--- config.mk ---
export PLATFORM = sky130hd
export DESIGN_NAME = recirc_scheduler
export DESIGN_NICKNAME = d
export VERILOG_FILES = /design/src/rtl/recirc_pkg.sv /design/src/rtl/recirc_lane_counter.sv /design/src/rtl/recirc_scheduler.sv
export SDC_FILE = /design/constraint.sdc
export NUM_CORES = 1
export LEC_CHECK = 0
export ABC_CLOCK_PERIOD_IN_PS = 1600
export CAP_MARGIN = 10
export CELL_PAD_IN_SITES_DETAIL_PLACEMENT = 1
export CELL_PAD_IN_SITES_GLOBAL_PLACEMENT = 1
export CORE_AREA = 2 2 51 53
export CTS_CLUSTER_SIZE = 8
export DETAILED_ROUTE_END_ITERATION = 6
export DIE_AREA = 0 0 53 55
export PLACE_DENSITY_LB_ADDON = 0.12
export RECOVER_POWER = 25
export SLEW_MARGIN = 40
export SYNTH_ARGS = -nofsm -noshare
export SYNTH_HDL_FRONTEND = slang
export SYNTH_HIERARCHICAL = 1
export SYNTH_SLANG_ARGS = --single-unit
--- constraint.sdc ---
create_clock -name clk_f -period 1.6 [get_ports clk_f]
set_clock_uncertainty 0.15 [all_clocks]
set_input_delay 0.32 -clock clk_f [delete_from_list [all_inputs] [get_ports clk_f]]
set_output_delay 0.32 -clock clk_f [all_outputs]
set_load 0.02 [all_outputs]
--- src/rtl/recirc_pkg.sv ---
// recirc_pkg: FSM state encoding and default lane count for the recirculation scheduler.
package recirc_pkg;
    localparam int LANES_DEF = 4;
    typedef enum logic [2:0] {
        ST_RESET  = 3'd0,
        ST_INIT   = 3'd1,
        ST_IDLE   = 3'd2,
        ST_ACTIVE = 3'd3,
        ST_ERROR  = 3'd4
    } state_t;
endpackage

--- src/rtl/recirc_lane_counter.sv ---
// recirc_lane_counter: per-lane saturating count of consecutive recirculations.
module recirc_lane_counter #(
    parameter int MAX = 8
) (
    input  logic       clk_f,
    input  logic       reset,
    input  logic       inc,
    input  logic       clr,
    output logic [7:0] cnt,
    output logic       sat
);
    assign sat = cnt == 8'(MAX);
    always_ff @(posedge clk_f or negedge reset)
        if (!reset) cnt <= '0;
        else if (clr) cnt <= '0;
        else if (inc && !sat) cnt <= cnt + 8'd1;
endmodule

--- src/rtl/recirc_scheduler.sv ---
// recirc_scheduler: per-lane forward/recirculate decisions and stage sequencing.
// Define RECIRC_WATCHDOG_EN to build the per-lane stuck-lane watchdog and ERROR state.
module recirc_scheduler
    import recirc_pkg::*;
#(
    parameter int LANES       = LANES_DEF,
    parameter int MAX_RECIRC  = 8,
    parameter int INIT_CYCLES = 4
) (
    input  logic             clk_f,
    input  logic             reset,
    input  logic             init,
    input  logic [LANES-1:0] valid_in,
    input  logic [LANES-1:0] fifo_afull,
    input  logic [LANES-1:0] fifo_empty,
    output logic [LANES-1:0] fwd_en,
    output logic [LANES-1:0] recirc_en,
    output logic             IDLE_OUT,
    output logic [2:0]       state,
    output logic [LANES-1:0] error_lane
);
    state_t st, nxt;
    logic [3:0] init_cnt;
    logic run, hold;
    logic [LANES-1:0] hit;
    assign run   = st == ST_IDLE || st == ST_ACTIVE;
    assign hold  = st == ST_RESET || st == ST_INIT;
    assign state = st;
`ifdef RECIRC_WATCHDOG_EN
    logic [LANES-1:0] inc, clr, sat;
    logic [7:0] cnt [LANES];
    assign inc = {LANES{run}} & valid_in & fifo_afull;
    assign clr = ~valid_in | ({LANES{run}} & ~fifo_afull);
    for (genvar i = 0; i < LANES; i++) begin : g_cnt
        recirc_lane_counter #(.MAX(MAX_RECIRC)) u_cnt (
            .clk_f(clk_f),
            .reset(reset),
            .inc(inc[i]),
            .clr(clr[i]),
            .cnt(cnt[i]),
            .sat(sat[i])
        );
        // a saturated lane that keeps recirculating still counts as reaching the limit
        assign hit[i] = inc[i] && (sat[i] || cnt[i] == 8'(MAX_RECIRC - 1));
    end
    always_ff @(posedge clk_f or negedge reset)
        if (!reset) error_lane <= '0;
        else error_lane <= (nxt == ST_INIT) ? '0 : error_lane | hit;
`else
    assign hit        = '0;
    assign error_lane = '0;
`endif
    always_comb begin
        nxt = st;
        if (init) nxt = ST_INIT;
        else
            case (st)
                ST_RESET:  nxt = ST_INIT;
                ST_INIT:   nxt = init_cnt >= 4'(INIT_CYCLES - 1) ? ST_IDLE : ST_INIT;
                ST_IDLE:   nxt = |valid_in ? ST_ACTIVE : ST_IDLE;
                ST_ACTIVE: nxt = |hit ? ST_ERROR : (!(|valid_in) && &fifo_empty) ? ST_IDLE : ST_ACTIVE;
                default:   nxt = st;
            endcase
    end
    always_ff @(posedge clk_f or negedge reset)
        if (!reset) begin
            st        <= ST_RESET;
            init_cnt  <= '0;
            fwd_en    <= '0;
            recirc_en <= '0;
            IDLE_OUT  <= 1'b0;
        end else begin
            st        <= nxt;
            init_cnt  <= (st == ST_INIT && nxt == ST_INIT && !init) ? init_cnt + 4'd1 : 4'd0;
            fwd_en    <= {LANES{run}} & valid_in & ~fifo_afull;
            recirc_en <= (({LANES{run}} & fifo_afull) | {LANES{hold}}) & valid_in;
            IDLE_OUT  <= nxt == ST_IDLE;
        end
endmodule

**Word level (Yosys, flattened, before mapping)**

Index checks and enable logic that the tools add are counted.

- Multiplexer cells: 6
- Add/subtract/negate cells: 1
- Magnitude comparators: 1
- Bitwise gates (word level): 6
- Reductions and logical operators: 10
- Eq/ne operators: 5

Operator list:

| cell | number |
|---|---|
| $and 4x4->4 | 4 |
| $pmux 3 s4 | 1 |
| $eq 3x2->1 const B | 3 |
| $eq 3x1->1 const B | 2 |
| $add 4x1->4 const B | 1 |
| $ge 4x2->1 const B | 1 |
| $mux 4 | 1 |
| $not 4->4 | 1 |
| $or 4x4->4 | 1 |
| $reduce_and 4->1 | 1 |
| $reduce_or 4->1 | 1 |
| $logic_and 1x1->1 | 3 |
| $logic_not 3->1 | 1 |
| $mux 3 | 1 |
| $logic_not 1->1 | 2 |
| $logic_or 1x1->1 | 2 |
| $mux 1 | 2 |
| $mux 2 | 1 |

- Output and inout bits: 16
- Logic and storage cells: 34
- Flip-flop bits (word level): 16
- Bits of input ports: 15

**Logic depth before layout (Yosys ltp)**

- Depth in word-level cells: 10
- Depth in mapped cells: 4
- Gate-level depth less buffers: 4

**Worst setup path after synthesis**

No wires, ideal clock.

- Kind: reg2reg
- From: register st[1] (netlist: state[1])
- To: register st[0] (netlist: state[0])
- Arrival: 1.218 ns
- Library setup time: 0.132 ns
- Cell stages (with the launch flop): 4
- Setup slack: 0.100 ns
- Clock period less this slack: 1.500 ns
- Required time: 1.318 ns
- Cell sequence: dfrtp_1 -> nor4b_1 -> a22oi_1 -> a21boi_0

- Cells in the longest elaborated chain, start to end: 3
- Elaborated cells on any way between the ends: 6

RTL lines:

| what | RTL line | source |
|---|---|---|
| start: declaration | recirc_scheduler.sv:22 | `state_t st, nxt;` |
| start signal: assignment | recirc_scheduler.sv:73 | `st <= nxt;` |
| $eq 3x2->1 (tied with other cells) | recirc_scheduler.sv:57 | `case (st)` |
| $pmux 3 s4 * | recirc_scheduler.sv:57 |  |
| $mux 3 * | recirc_scheduler.sv:55 | `if (init) nxt = ST_INIT;` |
| net nxt[0] | recirc_scheduler.sv:22 |  |

The timed path passes the listed nets; every way through them passes the cells marked *.

**Worst setup path after layout**

- From: input valid_in[1]
- To: register IDLE_OUT

- Cells in the longest elaborated chain, start to end: 7
- Elaborated cells on any way between the ends: 8

RTL lines:

| what | RTL line | source |
|---|---|---|
| start: declaration | recirc_scheduler.sv:13 | `input logic [LANES-1:0] valid_in,` |
| $reduce_or 4->1 * | recirc_scheduler.sv:60, recirc_scheduler.sv:61 |  |
| $logic_not 1->1 | recirc_scheduler.sv:61 | `ST_ACTIVE: nxt = \|hit ? ST_ERROR : (!(\|valid_in) && &fifo_empty) ? ST_IDLE : ST_ACTIVE;` |
| $logic_and 1x1->1 | recirc_scheduler.sv:61 |  |
| $mux 1 | recirc_scheduler.sv:61 |  |
| $pmux 3 s4 * | recirc_scheduler.sv:57 |  |
| $mux 3 * | recirc_scheduler.sv:55 |  |
| $eq 3x2->1 * | recirc_scheduler.sv:77 | `IDLE_OUT <= nxt == ST_IDLE;` |
| end signal: assignment | recirc_scheduler.sv:71 | `IDLE_OUT <= 1'b0;` |
| end signal: assignment | recirc_scheduler.sv:77 |  |
| end: declaration | recirc_scheduler.sv:18 | `output logic IDLE_OUT,` |

Every way passes the cells marked *; elsewhere a longest branch is shown, timed or not.

==> metrics <==
result of the run=completed; clk slew on worst S/H paths=0.09 ns; #FFs+latches synth=16; Worst-Margin Slew=0.869 ns; initial antenna violation count=0; gr ovfl total=0; mux cell area share after synthesis=0%; clock buffer count from CTS=3; CTS root buf=clkbuf_4; Final WS setup=0.0228 ns; met3 usage=2.96%; dpl ws=-0.234 ns; number of synthesized flops with an enable pin=0; Seq/Total Area, Yosys=61.8%; period utilization=98.6%; core footprint=2360 µm²; antenna-violating nets left=0; WP data required=1.68 ns; Max clock buf depth=2; synth top area cells=dfrtp_1 (62%), buf_4 (4.6%), nor3b_1 (4.6%); ANT cells=0; Finished Layout Cells=121; final setup vio count=0; Die Y=55 µm; Final Max Slew Viols=0; Syn. warnings=6; syn avg cell area=12.2 µm²; htree depth=1; type of element capturing the critical path=register; fillers=276; Tmin final=1.58 ns; clk_lat worst skew=0.28 ns; GRT met2 Usage=21.7%; Peak VDD IR=365 µV; setup TNS=0 ns; vias in the first global route=566; Post-synth ARST share=100%; Layout area overhead=57.0%; count leader, synth=dfrtp_1; Post-route DRC=0; drt pass-1 iters=3; Post-Synth XOR/XNOR Area=0%; Vias/cell=4.34; Yosys top cell area share=61.8%; Final Hold Slack=0.197 ns; CTS sink cnt=16; post-CTS setup buffers=0; wirelength, routed=1.41 mm; Tot GR Track Use=12.3%; largest family of logic cells by synthesized area=simple AND/OR/NAND/NOR gates; crit path kind=in -> reg; Cell variety after synth=24; first-pass GRT wire length=2.51 mm; Initial Utilization=27.4%; max cap viols=0; Final Hold Viols=0; layout cell share with drive strength beyond 1=16.5%; setup repair after global routing missed its margin=false; GP Congestion=0.676; highest clock rate=0.634 GHz; Nets=108; Top Usage Layer GRT=met2; Hold/Removal Path Class=in -> reg; Total Power=853 µW; main flop type after synthesis=dfrtp_1; die width=53 µm; row count=18; Compound-Gate Fraction of Synth Area=4.83%; worst path arrival time=1.66 ns; adder-cell area share of the yosys netlist=1.93%; area leader, netlist=dfrtp_1; Pwr Density=838 nW/µm²; CTS tree=yes; detailed-route via count=525; placed instance count=117; DIE AREA=2920 µm²; routed length per instance=11.7 µm; worst-path fanout max=2; Worst setup SP type=input port; Post-Syn Area=648 µm²; most frequent cells after synthesis=dfrtp_1 (16), and3_1 (4), buf_4 (4), nor3b_1 (4), nand2b_1 (3); IO buf count=26; max_slew headroom=42.1%; I/O pin cnt=31; leakage power=0.000518 µW; Post-Synthesis Cells=53; met1 Resource Use GR=13.3%; Synth Area in Simple Gates=25.1%; DRT iter0 DRCs=4; pin count of the biggest net entering global routing=17
flip-flops by register name (all words and copies together) (netlist names):
| register | flops |
|---|---|
| IDLE_OUT | 1 |
| fwd_en | 4 |
| init_cnt | 4 |
| recirc_en | 4 |
| state | 3 |
cell type report:
type                       count  area (µm²)  share of cell area (%)
tap                           30        37.5                    3.69
inverter                       2        7.51                   0.738
timing repair buffer          33         297                    29.2
clock buffer                   4        36.3                    3.57
sequential                    16         400                    39.4
multi-input combinational     36         239                    23.5
stage by stage:
step / area [µm²] / utilization (%)
6_report: 1020 / 43.0
3_3_place_gp: 987 / 41.7
3_5_place_dp: 987 / 41.7
5_1_grt: 1020 / 43.0
4_1_cts: 1010 / 42.6
2_1_floorplan: 667 / -
placed cells by master (no fill, tap or decap), drive strengths merged, types with 3 or more instances in the layout:
cell type / n
buf: 6
nand2b: 3
clkbuf: 5
clkdlybuf4s50: 12
nor3b: 4
dlygate4sd2: 12
and3: 5
dfrtp: 16
conb: 6
power breakdown:
| part | internal, µW | total [µW] | switching [µW] |
|---|---|---|---|
| sequential | 425 | 432 | 7.25 |
| combinational | 80.1 | 160 | 79.8 |
| clock | 138 | 261 | 123 |
path summary, 6_finish.rpt:
path / start / end / slack, ns / depth (start not counted)
min in group asynchronous: reset / recirc_en[2] / 0.51 / 2
min reg2reg: init_cnt[0] / init_cnt[0] / 0.29 / 1
max reg2reg: init_cnt[0] / state[0] / 0.12 / 4
min: valid_in[0] / fwd_en[0] / 0.20 / 2
max in group asynchronous: reset / recirc_en[1] / 0.26 / 2
max: valid_in[1] / IDLE_OUT / 0.02 / 4
cell families (layout without fill, tap and decap cells):
| family | Yosys count | count (layout) |
|---|---|---|
| compound gates | 4 | 4 |
| simple gates | 25 | 25 |
| flops | 16 | 16 |
| buf+inv | 6 | 39 |
| other cells | 1 | 6 |
| fa+ha+maj | 1 | 1 |
routing by layer:
metal	vias up	routed length, µm
li1	248	-
met4	0	14
met5	-	0
met3	2	107
met2	19	710
met1	256	577
repair_timing:
action,4_1_cts,5_1_grt
pin swaps,0,1
hold buffers,0,0
gates resized for setup,12,4
setup endpoints to repair,12,1
worst max-delay path, stage by stage:
cell             delay [ns]
clkdlybuf4s50_1        0.44
or4_4                  0.54
nor3_4                 0.20
a22o_2                 0.15
Power figures use the tool's default switching activity.
